==> config.mk <==
export PLATFORM = sky130hd
export DESIGN_NAME = spu_bwd_flat
export DESIGN_NICKNAME = d
export VERILOG_FILES = /design/src/rtl/spu_bwd_if.sv /design/src/rtl/spu_bwd.sv /design/src/flat_wrapper.sv
export SDC_FILE = /design/constraint.sdc
export NUM_CORES = 1
export LEC_CHECK = 0
export ABC_AREA = 1
export ABC_CLOCK_PERIOD_IN_PS = 8470
export CELL_PAD_IN_SITES_DETAIL_PLACEMENT = 1
export CELL_PAD_IN_SITES_GLOBAL_PLACEMENT = 1
export CORE_MARGIN = 10
export CORE_UTILIZATION = 46
export DETAILED_ROUTE_END_ITERATION = 7
export GPL_TIMING_DRIVEN = 0
export PLACE_DENSITY_LB_ADDON = 0.2
export SLEW_MARGIN = 20
export SYNTH_ARGS = -nofsm -noshare
export SYNTH_HDL_FRONTEND = slang
export SYNTH_SLANG_ARGS = --single-unit
==> constraint.sdc <==
create_clock -name clk -period 8.47 [get_ports clk]
set_input_delay 1.2705 -clock clk [delete_from_list [all_inputs] [get_ports clk]]
set_output_delay 1.2705 -clock clk [all_outputs]
set_load 0.005 [all_outputs]
==> src/rtl/spu_bwd_if.sv <==
// Operand/result handshake bundle for the sigmoid backward unit.
// The master drives operands and out_ready; the slave (spu_bwd) returns the result.
interface spu_bwd_if;
  logic        in_valid;
  logic        in_ready;
  logic [31:0] y_float;
  logic [31:0] g_float;
  logic        out_valid;
  logic        out_ready;
  logic [31:0] d_float;

  modport master (
    output in_valid, y_float, g_float, out_ready,
    input  in_ready, out_valid, d_float
  );

  modport slave (
    input  in_valid, y_float, g_float, out_ready,
    output in_ready, out_valid, d_float
  );
endinterface

==> src/rtl/spu_bwd.sv <==
// Sigmoid backward pass: d = g*y*(1-y) in float32 via a Q0.16 derivative and one
// shared shift-add multiplier. Optional clamp statistics under SPU_BWD_STATS_EN.
module spu_bwd (
  input  logic       clk,
  input  logic       rst_n,
  spu_bwd_if.slave   bus
`ifdef SPU_BWD_STATS_EN
  ,
  output logic [15:0] clamp_cnt
`endif
);

  typedef enum logic [2:0] {
    IDLE   = 3'd0,
    UNPACK = 3'd1,
    MUL_S  = 3'd2,
    MUL_D  = 3'd3,
    NORM   = 3'd4,
    DONE   = 3'd5
  } state_t;

  // y in [2^-16, 1.0) maps to floor(y*65536); everything else yields 0.
  function automatic logic [15:0] y_to_fix(input logic [31:0] y);
    logic [7:0]  ey;
    logic [23:0] mant;
    logic [7:0]  sh;
    ey   = y[30:23];
    mant = {1'b1, y[22:0]};
    sh   = 8'd134 - ey;
    if (y[31] || ey < 8'd111 || ey >= 8'd127) return 16'h0000;
    return 16'(mant >> sh);
  endfunction

  function automatic logic y_is_nan(input logic [31:0] y);
    return (y[30:23] == 8'hFF) && (y[22:0] != 23'h0);
  endfunction

`ifdef SPU_BWD_STATS_EN
  function automatic logic y_clamped(input logic [31:0] y);
    if (y_is_nan(y)) return 1'b0;
    return y[31] || (y[30:23] < 8'd111) || (y[30:23] >= 8'd127);
  endfunction
`endif

  function automatic logic [5:0] lead_one(input logic [39:0] p);
    logic [5:0] k;
    k = 6'd0;
    for (int i = 0; i < 40; i++) begin
      if (p[i]) k = 6'(i);
    end
    return k;
  endfunction

  // Truncating normalisation of P = m*s; exponent underflow collapses to signed zero.
  function automatic logic [31:0] pack_norm(input logic sg, input logic [7:0] eg,
                                            input logic [39:0] p);
    logic [5:0]        k;
    logic signed [9:0] e;
    logic [39:0]       pn;
    k  = lead_one(p);
    e  = signed'({2'b00, eg}) + signed'({4'b0000, k}) - 10'sd39;
    pn = p << (6'd39 - k);
    if (e <= 10'sd0) return {sg, 31'h0};
    return {sg, 8'(e), 23'(pn >> 16)};
  endfunction

  state_t      state_q;
  logic        in_ready_q;
  logic        out_valid_q;
  logic [31:0] d_q;
  logic [3:0]  cnt_q;

  logic [31:0] y_q, g_q;
  logic [39:0] acc_q, mcand_q;
  logic [15:0] mplier_q, s_q;
  logic [23:0] m_q;
  logic [7:0]  eg_q;
  logic        sg_q, g_zero_q, g_inf_q, nan_q;

  logic        accept;
  logic [15:0] y_fix;
  logic [39:0] sum_d;
  logic [31:0] res_d;

  assign accept = bus.in_valid && in_ready_q;
  assign y_fix  = y_to_fix(y_q);
  assign sum_d  = acc_q + (mplier_q[0] ? mcand_q : 40'd0);

  always_comb begin
    res_d = pack_norm(sg_q, eg_q, acc_q);
    if (nan_q)
      res_d = 32'h7FC00000;
    else if (g_inf_q)
      res_d = (s_q != 16'h0) ? {sg_q, 8'hFF, 23'h0} : 32'h7FC00000;
    else if (g_zero_q || s_q == 16'h0)
      res_d = {sg_q, 31'h0};
  end

  // Control and registered outputs.
`ifdef SPU_BWD_STATS_EN
  logic [15:0] clamp_cnt_q;
  assign clamp_cnt = clamp_cnt_q;
`endif

  always_ff @(posedge clk or negedge rst_n) begin
    if (!rst_n) begin
      state_q     <= IDLE;
      in_ready_q  <= 1'b1;
      out_valid_q <= 1'b0;
      d_q         <= 32'h0;
      cnt_q       <= 4'd0;
`ifdef SPU_BWD_STATS_EN
      clamp_cnt_q <= 16'h0;
`endif
    end else begin
      case (state_q)
        IDLE: begin
          if (accept) begin
            state_q    <= UNPACK;
            in_ready_q <= 1'b0;
          end
        end
        UNPACK: begin
          state_q <= MUL_S;
          cnt_q   <= 4'd0;
`ifdef SPU_BWD_STATS_EN
          if (y_clamped(y_q) && clamp_cnt_q != 16'hFFFF)
            clamp_cnt_q <= clamp_cnt_q + 16'd1;
`endif
        end
        MUL_S: begin
          cnt_q <= cnt_q + 4'd1;
          if (cnt_q == 4'd15) state_q <= MUL_D;
        end
        MUL_D: begin
          cnt_q <= cnt_q + 4'd1;
          if (cnt_q == 4'd15) state_q <= NORM;
        end
        NORM: begin
          d_q         <= res_d;
          out_valid_q <= 1'b1;
          state_q     <= DONE;
        end
        DONE: begin
          if (bus.out_ready) begin
            out_valid_q <= 1'b0;
            in_ready_q  <= 1'b1;
            state_q     <= IDLE;
          end
        end
        default: state_q <= IDLE;
      endcase
    end
  end

  // Datapath: operand capture, unpack and the shared shift-add multiplier.
  always_ff @(posedge clk) begin
    case (state_q)
      IDLE: begin
        if (accept) begin
          y_q <= bus.y_float;
          g_q <= bus.g_float;
        end
      end
      UNPACK: begin
        acc_q    <= 40'd0;
        mcand_q  <= {24'd0, y_fix};
        mplier_q <= (y_fix == 16'h0) ? 16'h0 : 16'(17'h10000 - {1'b0, y_fix});
        sg_q     <= g_q[31];
        eg_q     <= g_q[30:23];
        m_q      <= {1'b1, g_q[22:0]};
        g_zero_q <= (g_q[30:23] == 8'h00);
        g_inf_q  <= (g_q[30:23] == 8'hFF) && (g_q[22:0] == 23'h0);
        nan_q    <= y_is_nan(y_q) || y_is_nan(g_q);
      end
      MUL_S: begin
        if (cnt_q == 4'd15) begin
          s_q      <= sum_d[31:16];
          acc_q    <= 40'd0;
          mcand_q  <= {16'd0, m_q};
          mplier_q <= sum_d[31:16];
        end else begin
          acc_q    <= sum_d;
          mcand_q  <= mcand_q << 1;
          mplier_q <= mplier_q >> 1;
        end
      end
      MUL_D: begin
        acc_q    <= sum_d;
        mcand_q  <= mcand_q << 1;
        mplier_q <= mplier_q >> 1;
      end
      default: ;
    endcase
  end

  assign bus.in_ready  = in_ready_q;
  assign bus.out_valid = out_valid_q;
  assign bus.d_float   = d_q;

endmodule
==> src/flat_wrapper.sv <==
// flat-port wrapper written by rule: the top's interface ports become plain ports
module spu_bwd_flat 
  (clk, rst_n, bus_in_valid, bus_y_float, bus_g_float, bus_out_ready, bus_in_ready, bus_out_valid, bus_d_float);
  spu_bwd_if bus_i ();
  input  logic clk;
  input  logic rst_n;
  input wire logic [$bits(bus_i.in_valid)-1:0] bus_in_valid;
  input wire logic [$bits(bus_i.y_float)-1:0] bus_y_float;
  input wire logic [$bits(bus_i.g_float)-1:0] bus_g_float;
  input wire logic [$bits(bus_i.out_ready)-1:0] bus_out_ready;
  output wire logic [$bits(bus_i.in_ready)-1:0] bus_in_ready;
  output wire logic [$bits(bus_i.out_valid)-1:0] bus_out_valid;
  output wire logic [$bits(bus_i.d_float)-1:0] bus_d_float;
  assign bus_i.in_valid = bus_in_valid;
  assign bus_i.y_float = bus_y_float;
  assign bus_i.g_float = bus_g_float;
  assign bus_i.out_ready = bus_out_ready;
  assign bus_in_ready = bus_i.in_ready;
  assign bus_out_valid = bus_i.out_valid;
  assign bus_d_float = bus_i.d_float;
  spu_bwd u_core (.clk(clk), .rst_n(rst_n), .bus(bus_i));
endmodule
; ---- Yosys cells after proc, flatten, opt, wreduce, memory -nomap -nowiden
; Index checks and enable logic that the tools add are counted.
; W data, S select, Z words.
[op_classes]
addsub = 7
n_eq_ne = 12
shift = 2
n_reduce_logical = 26
muxes = 68
magnitude_cmp = 3
[ops]
columns = operator, count
row1 = $pmux W40 S3, 2
row2 = $mux W32, 6
row3 = $mux W40, 3
row4 = $mux W5, 16
row5 = $mux W16, 4
row6 = $mux W6, 8
row7 = $pmux W16 S3, 1
row8 = $reduce_bool A23 Y1, 2
row9 = $add A40 B40 Y40, 1
row10 = $shl A40 B6 Y39, 1
row11 = $logic_not A16 Y1, 2
row12 = $mux W4, 8
row13 = $mux W3, 8
row14 = $shr A24 B8 Y16, 1
row15 = $logic_not A23 Y1, 1
row16 = $pmux W3 S6, 1
row17 = $eq A8 B8 Y1 const B, 2
row18 = $reduce_bool A16 Y1, 1
row19 = $sub A1 B16 Y16 const A, 1
row20 = $le A10 B1 Y1 const B, 1
row21 = $sub A10 B7 Y10 const B, 1
row22 = $add A8 B6 Y9, 1
row23 = $ge A8 B7 Y1 const B, 1
row24 = $logic_not A8 Y1, 1
row25 = 23 further kinds, 44
[totals]
inputBits = 68
wordCells = 135
register_bits = 252
out_inout_bits = 34

; ---- Longest topological paths before layout
; Gate-level depths: netlist of the first run.
[logic_depth]
ltp_word = 47
mapped_depth = 59

; ---- Worst setup path after synthesis of the first run
; No wires, ideal clock.
[synth_path]
path_type = input to register
startpoint = input port bus_in_valid
endpoint = register u_core.g_q[0] (enable)
slack_ps = 424
n_path_buf = 0
required_time_ps = 7824
setup_time_ps = 646
t_arrival_ps = 7399
stages = 2
cell_sequence = inv_1 -> nor4_1
[synth_via]
elab_chain_len = 2
[synth_rtl]
columns = element, line_no
row1 = from (decl), flat_wrapper.sv:7  ; input wire logic [$bits(bus_i.in_valid)-1:0] bus_in_valid;
row2 = $logic_and A1 B1 Y1, spu_bwd.sv:85  ; assign accept = bus.in_valid && in_ready_q;
row3 = $reduce_and A2 Y1 (no line), --
row4 = to (signal assigned), spu_bwd.sv:162  ; g_q <= bus.g_float;
row5 = to (decl), spu_bwd.sv:73  ; logic [31:0] y_q, g_q;
; Every way passes these cells.
; A chain may end at the register's enable or synchronous reset.

; ---- Worst setup path in the final report of the first run
[layout_path]
startpoint = register u_core.acc_q[2]
endpoint = register u_core.d_q[10] (netlist: u_core.bus.d_float[10])
[layout_via]
elab_chain_len = 46
[layout_rtl]
columns = element, line_no
row1 = from (decl), spu_bwd.sv:74  ; logic [39:0] acc_q, mcand_q;
row2 = from (signal assigned), spu_bwd.sv:183  ; acc_q <= sum_d;
row3 = from (signal assigned), spu_bwd.sv:189  ; acc_q <= sum_d;
row4 = $mux W2 (2 in a row), spu_bwd.sv:49  ; if (p[i]) k = 6'(i);
row5 = $mux W3 (4 in a row), spu_bwd.sv:49
row6 = $mux W4 (8 in a row), spu_bwd.sv:49
row7 = $mux W5 (16 in a row), spu_bwd.sv:49
row8 = $mux W6 (8 in a row), spu_bwd.sv:49
row9 = $add A8 B6 Y9, spu_bwd.sv:61  ; e = signed'({2'b00, eg}) + signed'({4'b0000, k}) - 10'sd39;
row10 = $sub A10 B7 Y10, spu_bwd.sv:61
row11 = $le A10 B1 Y1, spu_bwd.sv:63  ; if (e <= 10'sd0) return {sg, 31'h0};
row12 = $mux W1, spu_bwd.sv:63
row13 = $mux W32 *, spu_bwd.sv:64  ; return {sg, 8'(e), 23'(pn >> 16)};
row14 = $mux W32 *, spu_bwd.sv:95  ; else if (g_zero_q || s_q == 16'h0)
row15 = $mux W32 *, spu_bwd.sv:93  ; else if (g_inf_q)
row16 = $mux W32 *, spu_bwd.sv:91  ; if (nan_q)
row17 = to (signal assigned), spu_bwd.sv:140  ; d_q <= res_d;
row18 = to (decl), spu_bwd.sv:70  ; logic [31:0] d_q;
; Mark *: on every way between the ends. The rest lies on a longest branch, timed or not.

==> results of run 1 <==
cell usage in the layout (no fill, tap or decap), types with 22 or more instances in the layout:
cell type | Yosys | layout
sky130_fd_sc_hd__ha_1 | 50 | 50
sky130_fd_sc_hd__nand3_1 | 206 | 206
sky130_fd_sc_hd__edfxtp_1 | 211 | 211
sky130_fd_sc_hd__dfrtp_1 | 40 | 40
sky130_fd_sc_hd__inv_1 | 204 | 204
sky130_fd_sc_hd__nor4_1 | 24 | 23
sky130_fd_sc_hd__clkbuf_16 | 0 | 29
sky130_fd_sc_hd__xor2_1 | 36 | 36
sky130_fd_sc_hd__clkdlybuf4s50_1 | 0 | 100
sky130_fd_sc_hd__nand2_1 | 502 | 502
sky130_fd_sc_hd__a21oi_1 | 89 | 89
sky130_fd_sc_hd__o21ai_1 | 22 | 22
sky130_fd_sc_hd__clkbuf_1 | 38 | 43
sky130_fd_sc_hd__o21ai_0 | 128 | 128
sky130_fd_sc_hd__nor2_1 | 113 | 112
layout make-up:
class	count	area (um^2)
tap	448	560.5
timing repair buffer	118	1189
clock buffer	39	803.3
sequential	252	7363
inverter	214	805.8
clock inverter	15	180.2
buffer	73	395.4
multi-input combinational	1340	6953
fill	4051	15110
state kept, by name, indices dropped and copies added (netlist names):
name	cells
u_core.g_zero_q	1
u_core.cnt_q	4
u_core.sg_q	1
u_core.bus.in_ready	1
u_core.g_q	32
u_core.acc_q	40
u_core.s_q	16
u_core.m_q	23
u_core.nan_q	1
u_core.mplier_q	16
u_core.bus.out_valid	1
u_core.eg_q	8
u_core.g_inf_q	1
u_core.y_q	32
u_core.bus.d_float	32
u_core.mcand_q	40
u_core.state_q	3
path summary, 6_finish.rpt:
kind	from	slack (ps)	to	cells past startpoint
hold / removal	u_core.g_q[11]$_DFFE_PP_	450	u_core.m_q[11]$_DFFE_PP_	0
setup / recovery	u_core.acc_q[2]$_DFFE_PP_	830	u_core.bus.d_float[10]$_DFFE_PN0P_	57
hold reg to reg	u_core.g_q[11]$_DFFE_PP_	450	u_core.m_q[11]$_DFFE_PP_	0
setup reg to reg	u_core.acc_q[2]$_DFFE_PP_	830	u_core.bus.d_float[10]$_DFFE_PN0P_	57
max in group asynchronous	rst_n	7330	u_core.bus.in_ready$_DFFE_PN1P_	2
min in group asynchronous	rst_n	570	u_core.bus.d_float[15]$_DFFE_PN0P_	1
metal layers:
layer / global-route usage, % / part of all wire (%)
met3: 5.664 / 7.6
met4: 7.034 / 2.4
met1: 33.39 / 42
met5: 0 / 0
met2: 45.55 / 48
logic make-up (layout without fill, tap and decap cells):
| family | after synthesis | after routing |
|---|---|---|
| muxes | 4 | 4 |
| xor gates and xnor gates | 42 | 42 |
| adders and majority gates | 52 | 52 |
| buffers and inverters | 287 | 459 |
| AOI/OAI and AO/OA | 336 | 336 |
| and+or+nand+nor | 906 | 906 |
| DFF | 252 | 252 |
metrics by stage:
step | cell area (um^2) | util (%) | instances | TNS [ps] | worst slack, ps
floorplan | 15500 | - | 1879 | 0 | 424.3
global placement | 17070 | 51.16 | 2428 | -119140 | -2155
detailed placement | 17270 | 51.75 | 2445 | 0 | 969.2
CTS | 18250 | 54.70 | 2499 | 0 | 913.3
global route | 18250 | 54.70 | 2499 | 0 | 41.57
finish | 18250 | 54.70 | 2499 | 0 | 825.4
report_power, final:
| part | total [mW] | internal (mW) | leakage [nW] | switching (mW) |
|---|---|---|---|---|
| Clock | 1.33 | 0.784 | 0.480 | 0.548 |
| Combinational | 4.30 | 1.39 | 4.98 | 2.91 |
| Sequential | 2.29 | 1.94 | 2.58 | 0.348 |
==> load_flow_metrics.sql, run 1 <==
INSERT INTO impl_metrics (metric_group, metric, value, unit) VALUES
('sta', 'finalWorstPathRequiredPeriod', '7645', 'ps'),
('yosys', 'synth.ff_latch_count', '252', ''),
('placement', 'dp_hpwl', '43.37', 'mm'),
('finish', 'area_growth', '17.76', '%'),
('critical_path', 'critPathKind', 'reg -> reg', ''),
('floorplan', 'fp-row-count', '67', ''),
('placement', 'port_buffers', '101', ''),
('yosys', 'dominant_combinational_cell_family_by_area_after_synthesis', 'simple AND/OR/NAND/NOR gates', ''),
('sta', 'finalHoldViolCount', '0', ''),
('yosys', 'yosys.cell_count.top_type', 'sky130_fd_sc_hd__nand2_1', ''),
('yosys', 'syn_inst', '1879', ''),
('yosys', 'synth.avg_cell_area', '8.248', 'um^2'),
('sta', 'clock_skew', '13.62', 'ps'),
('critical_path', 'start_kind', 'flop', ''),
('placement', 'place.gp.congestion', '0.9379', ''),
('min_path', 'hold_path_class', 'reg -> reg', ''),
('clock_tree', 'ctsResizeCount', '0', ''),
('power_and_ir_drop', 'power_density', '433.9', 'nW/um^2'),
('route', 'drt-initial-drc-count', '1255', ''),
('route', 'detail_route.wl_per_cell', '22.38', 'um'),
('power_and_ir_drop', 'total_leakage_power', '8.032', 'nW'),
('job', 'max_cap_violations', '0', ''),
('floorplan', 'fp.dieArea', '41430', 'um^2'),
('clock_tree', 'number_of_post_cts_setup_repair_buffers', '0', ''),
('clock_tree', 'tritoncts_clock_tree', 'yes', ''),
('clock_tree', 'clock_tree.root_cell', 'sky130_fd_sc_hd__clkbuf_16', ''),
('yosys', 'synth-adder-area-share', '4.295', '%'),
('clock_tree', 'clk_latency', '580', 'ps'),
('yosys', 'synth_compound_area_share', '12.78', '%'),
('critical_path', 'worstPathRequired', '8970', 'ps'),
('critical_path', 'critical-path-top-cell-by-count', 'sky130_fd_sc_hd__nand2_1', ''),
('finish', 'layout_cells_sized_above_1', '6.533', '%'),
('route', 'vias', '14490', ''),
('floorplan', 'floorplan.io_pins', '102', ''),
('route', 'detail_route.wirelength', '55.93', 'mm'),
('yosys', 'synth_xor_xnor_area_share', '2.374', '%'),
('sta', 'maxClockFrequency', '0.1308', 'GHz'),
('route', 'vias_per_cell', '5.797', ''),
('yosys', 'yosys_warnings', '0', ''),
('route', 'drt_pre_antenna_iters', '5', ''),
('yosys', 'postSynthNetCount', '1999', ''),
('sta', 'final_min_period_over_clock_period', '90.26', '%'),
('critical_path', 'critical_path_arrival', '8140', 'ps'),
('route', 'drcViolationCount', '0', ''),
('critical_path', 'worstPathBufferInverterCount', '6', ''),
('sta', 'worstMarginPinSlew', '1007', 'ps'),
('floorplan', 'design.core.area', '33360', 'um^2'),
('outcome', 'run_status', 'complete, no violations', ''),
('yosys', 'synth_common_cells', '502 x sky130_fd_sc_hd__nand2_1, 211 x sky130_fd_sc_hd__edfxtp_1, 206 x sky130_fd_sc_hd__nand3_1', ''),
('floorplan', 'width_of_the_chip', '203.6', 'um'),
('global_route', 'grt_first_pass_wirelength', '86.84', 'mm'),
('sta', 'slew_headroom', '32.39', '%'),
('yosys', 'share_of_flip_flops_with_an_asynchronous_set_or_reset', '16.27', '%'),
('yosys', 'main_flop_type_after_synthesis', 'sky130_fd_sc_hd__edfxtp_1', ''),
('critical_path', 'timing.critical_path.max_delay_family', 'simple AND/OR/NAND/NOR gates', ''),
('sta', 'whs', '454.5', 'ps'),
('finish', 'nets', '2148', ''),
('sta', 'rsz0062_at_grt', 'no', ''),
('yosys', 'synth_sequential_area_ratio', '47.51', '%'),
('clock_tree', 'clockBufferDepth', '3', ''),
('clock_tree', 'postCtsHoldBufs', '0', ''),
('power_and_ir_drop', 'peakVddDrop', '189.5', 'uV'),
('sta', 'finalMaxSlewViolations', '0', ''),
('clock_tree', 'clk_pin_slew_worst_paths', '60', 'ps'),
('global_route', 'global_route_usage_sum', '26.60', '%'),
('floorplan', 'fp.dieH', '203.6', 'um'),
('yosys', 'synth_area_leaders', 'sky130_fd_sc_hd__edfxtp_1 41%, sky130_fd_sc_hd__nand2_1 12%, sky130_fd_sc_hd__nand3_1 6.7%, sky130_fd_sc_hd__dfrtp_1 6.5%, sky130_fd_sc_hd__inv_1 4.9%', ''),
('global_route', 'grt_remaining_overflow', '0', ''),
('critical_path', 'critPathCaptureType', 'flop', ''),
('floorplan', 'initial_core_util', '46.45', '%'),
('global_route', 'grt_start_max_net_pins', '31', '');
No activity file was read; power rests on OpenSTA's default activity.
==> run 2: changes to the inputs <==
Settings changed: CELL_PAD_IN_SITES_DETAIL_PLACEMENT 1 to 0.
==> run 2 against run 1 <==
Clock skew is 4.3 ps higher. Combinational power decreased by 4%. Register-to-register slack improved by 290 ps. Flip-flop and latch count did not move. Via count shrank 5.3%. Non-clock buffer count is the same. Clock power down 4%. Fmax increased by 4.0%. Critical path type unchanged. Highest routed layer unchanged. Cell area is essentially flat. Routed wire length decreased by 15%.
==> load_flow_metrics.sql, run 2 (same netlist as run 1, synthesis figures left out) <==
INSERT INTO impl_metrics (metric_group, metric, value, unit) VALUES
('outcome', 'run_status', 'complete, no violations', ''),
('critical_path', 'start_kind', 'flop', ''),
('global_route', 'grt_first_pass_wirelength', '74.18', 'mm'),
('floorplan', 'floorplan.io_pins', '102', ''),
('clock_tree', 'postCtsHoldBufs', '0', ''),
('sta', 'worst_slack', '1120', 'ps'),
('route', 'drcViolationCount', '0', ''),
('global_route', 'grt_remaining_overflow', '0', ''),
('sta', 'finalHoldViolCount', '0', ''),
('floorplan', 'fp.dieH', '203.6', 'um'),
('route', 'vias', '13720', ''),
('placement', 'placement.setup.worst_slack', '1179', 'ps'),
('sta', 'whs', '445.8', 'ps'),
('sta', 'finalWorstPathRequiredPeriod', '7350', 'ps'),
('sta', 'slew_headroom', '32.56', '%'),
('route', 'drt_pre_antenna_iters', '8', ''),
('sta', 'maxClockFrequency', '0.1361', 'GHz'),
('power_and_ir_drop', 'power_density', '421.0', 'nW/um^2'),
('sta', 'clock_skew', '17.91', 'ps'),
('finish', 'most-common-layout-cells', '502 x sky130_fd_sc_hd__nand2_1, 211 x sky130_fd_sc_hd__edfxtp_1, 206 x sky130_fd_sc_hd__nand3_1', ''),
('critical_path', 'critical_path_arrival', '7860', 'ps'),
('job', 'max_cap_violations', '0', ''),
('clock_tree', 'clockBufferDepth', '3', ''),
('critical_path', 'critPathCaptureType', 'flop', ''),
('critical_path', 'critPathKind', 'reg -> reg', ''),
('sta', 'final_min_period_over_clock_period', '86.77', '%'),
('finish', 'nets', '2148', ''),
('route', 'vias_per_cell', '5.492', ''),
('global_route', 'grt_start_max_net_pins', '31', ''),
('sta', 'finalMaxSlewViolations', '0', ''),
('finish', 'area_growth', '17.67', '%'),
('finish', 'finalInstanceArea', '18240', 'um^2'),
('route', 'postRouteAntennaNets', '0', ''),
('power_and_ir_drop', 'total_power_of_the_final_layout', '7.677', 'mW'),
('route', 'detail_route.wl_per_cell', '18.99', 'um'),
('critical_path', 'worstPathRequired', '8980', 'ps'),
('finish', 'largest_registers', 'u_core.acc_q: 40 flops, u_core.mcand_q: 40 flops', ''),
('critical_path', 'critical-path-top-cell-by-count', 'sky130_fd_sc_hd__nand2_1', ''),
('sta', 'setup_viol', '0', ''),
('placement', 'port_buffers', '101', ''),
('clock_tree', 'cts_made_buffers', '29', ''),
('placement', 'place.gp.congestion', '0.9379', ''),
('floorplan', 'fp-row-count', '67', ''),
('finish', 'layout_cells_sized_above_1', '6.585', '%'),
('clock_tree', 'ctsResizeCount', '0', ''),
('global_route', 'number_of_antenna_violations_at_the_first_check_in_global_routing', '0', ''),
('clock_tree', 'clock-sinks', '252', ''),
('critical_path', 'worst_path_largest_cell_delay', '500', 'ps'),
('route', 'detail_route.wirelength', '47.45', 'mm'),
('clock_tree', 'number_of_post_cts_setup_repair_buffers', '0', ''),
('clock_tree', 'clk_pin_slew_worst_paths', '60', 'ps'),
('clock_tree', 'clk_latency', '590', 'ps'),
('sta', 'worstMarginPinSlew', '1005', 'ps'),
('power_and_ir_drop', 'total_leakage_power', '8.027', 'nW'),
('critical_path', 'cell_with_the_largest_stage_delay_on_the_worst_path', 'sky130_fd_sc_hd__clkbuf_1', ''),
('clock_tree', 'clock_tree.root_cell', 'sky130_fd_sc_hd__clkbuf_16', ''),
('clock_tree', 'cts-htree-levels', '1', ''),
('global_route', 'grt_pass1_vias', '13370', ''),
('finish', 'most_frequent_standard_cell_in_the_layout_excluding_fill_and_tap_cells', 'sky130_fd_sc_hd__nand2_1', ''),
('finish', 'diodes', '0', ''),
('floorplan', 'design.core.area', '33360', 'um^2'),
('floorplan', 'width_of_the_chip', '203.6', 'um'),
('placement', 'dp_hpwl', '38.27', 'mm'),
('global_route', 'global_route_usage_sum', '22.52', '%'),
('power_and_ir_drop', 'peakVddDrop', '200.0', 'uV'),
('floorplan', 'initial_core_util', '46.45', '%'),
('critical_path', 'critPathMaxFanout', '10', ''),
('clock_tree', 'tritoncts_clock_tree', 'yes', ''),
('floorplan', 'fp.dieArea', '41430', 'um^2'),
('route', 'drt-initial-drc-count', '1289', ''),
('placement', 'place_area', '17270', 'um^2'),
('sta', 'rsz0062_at_grt', 'no', ''),
('min_path', 'hold_path_class', 'reg -> reg', '');
-- run 2: cell count changes in the layout (fill, tap and decap cells not counted), sizes merged --
cell    change
clkbuf      -7
clkinv      +4
inv         +2
-- run 2: path summary, 6_finish.rpt --
| kind | startpoint | end | slack (ps) | cells after the start |
|---|---|---|---|---|
| hold / removal | u_core.g_q[8]$_DFFE_PP_ | u_core.m_q[8]$_DFFE_PP_ | 450 | 0 |
| min in group asynchronous | rst_n | u_core.bus.d_float[20]$_DFFE_PN0P_ | 570 | 1 |
| hold reg to reg | u_core.g_q[8]$_DFFE_PP_ | u_core.m_q[8]$_DFFE_PP_ | 450 | 0 |
| setup reg to reg | u_core.acc_q[2]$_DFFE_PP_ | u_core.bus.d_float[10]$_DFFE_PN0P_ | 1120 | 57 |
| setup / recovery | u_core.acc_q[2]$_DFFE_PP_ | u_core.bus.d_float[10]$_DFFE_PN0P_ | 1120 | 57 |
| max in group asynchronous | rst_n | u_core.bus.in_ready$_DFFE_PN1P_ | 7360 | 2 |
-- run 2: per-layer routing --
| metal | share of wire, % | track usage (%) |
|---|---|---|
| met1 | 46 | 31.38 |
| met2 | 44 | 35.25 |
| met3 | 8.3 | 5.394 |
| met4 | 1.6 | 4.103 |
| met5 | 0 | 0 |
-- run 2: metrics by stage --
step	instances	setup TNS, ps	util, %
3_5_place_dp	2445	0	51.75
6_report	2498	0	54.65
5_1_grt	2498	0	54.65
4_1_cts	2498	0	54.65
2_1_floorplan	1879	0	-
3_3_place_gp	2428	-119140	51.16
-- run 2: power breakdown --
group | total (mW) | switching [mW] | internal, mW
Clock | 1.28 | 0.528 | 0.753
Combinational | 4.13 | 2.75 | 1.38
Sequential | 2.26 | 0.325 | 1.94
-- run 2: final cells by class --
| type | instances | area [um^2] |
|---|---|---|
| fillers | 3186 | 15130 |
| inverters | 214 | 805.8 |
| repair buffers | 118 | 1189 |
| clock inverters | 21 | 231.5 |
| clock buffers | 32 | 737.0 |
| well taps | 448 | 560.5 |
| flip-flops and latches | 252 | 7363 |
| multi-input cells | 1340 | 6953 |
| plain buffers | 73 | 395.4 |
-- run 2: critical path, delay by kind of cell, from the launching register on --
family / cells / cell delay (ps)
DFF: 1 / 410
xor gates and xnor gates: 2 / 520
buffers and inverters: 6 / 1360
and+or+nand+nor: 42 / 3220
AOI/OAI and AO/OA: 5 / 1100
adders and majority gates: 2 / 630
==> run 3: changes to the inputs <==
==> constraint.sdc (replaced) <==
create_clock -name clk -period 8.47 [get_ports clk]
set_input_delay 0.847 -clock clk [delete_from_list [all_inputs] [get_ports clk]]
set_output_delay 0.847 -clock clk [all_outputs]
set_load 0.005 [all_outputs]
==> results of run 3 <==
The final DEF is identical to that of run 2. Status: complete, no violations.
Main changes from that run: hold slack 445.8 ps -> 149.7 ps
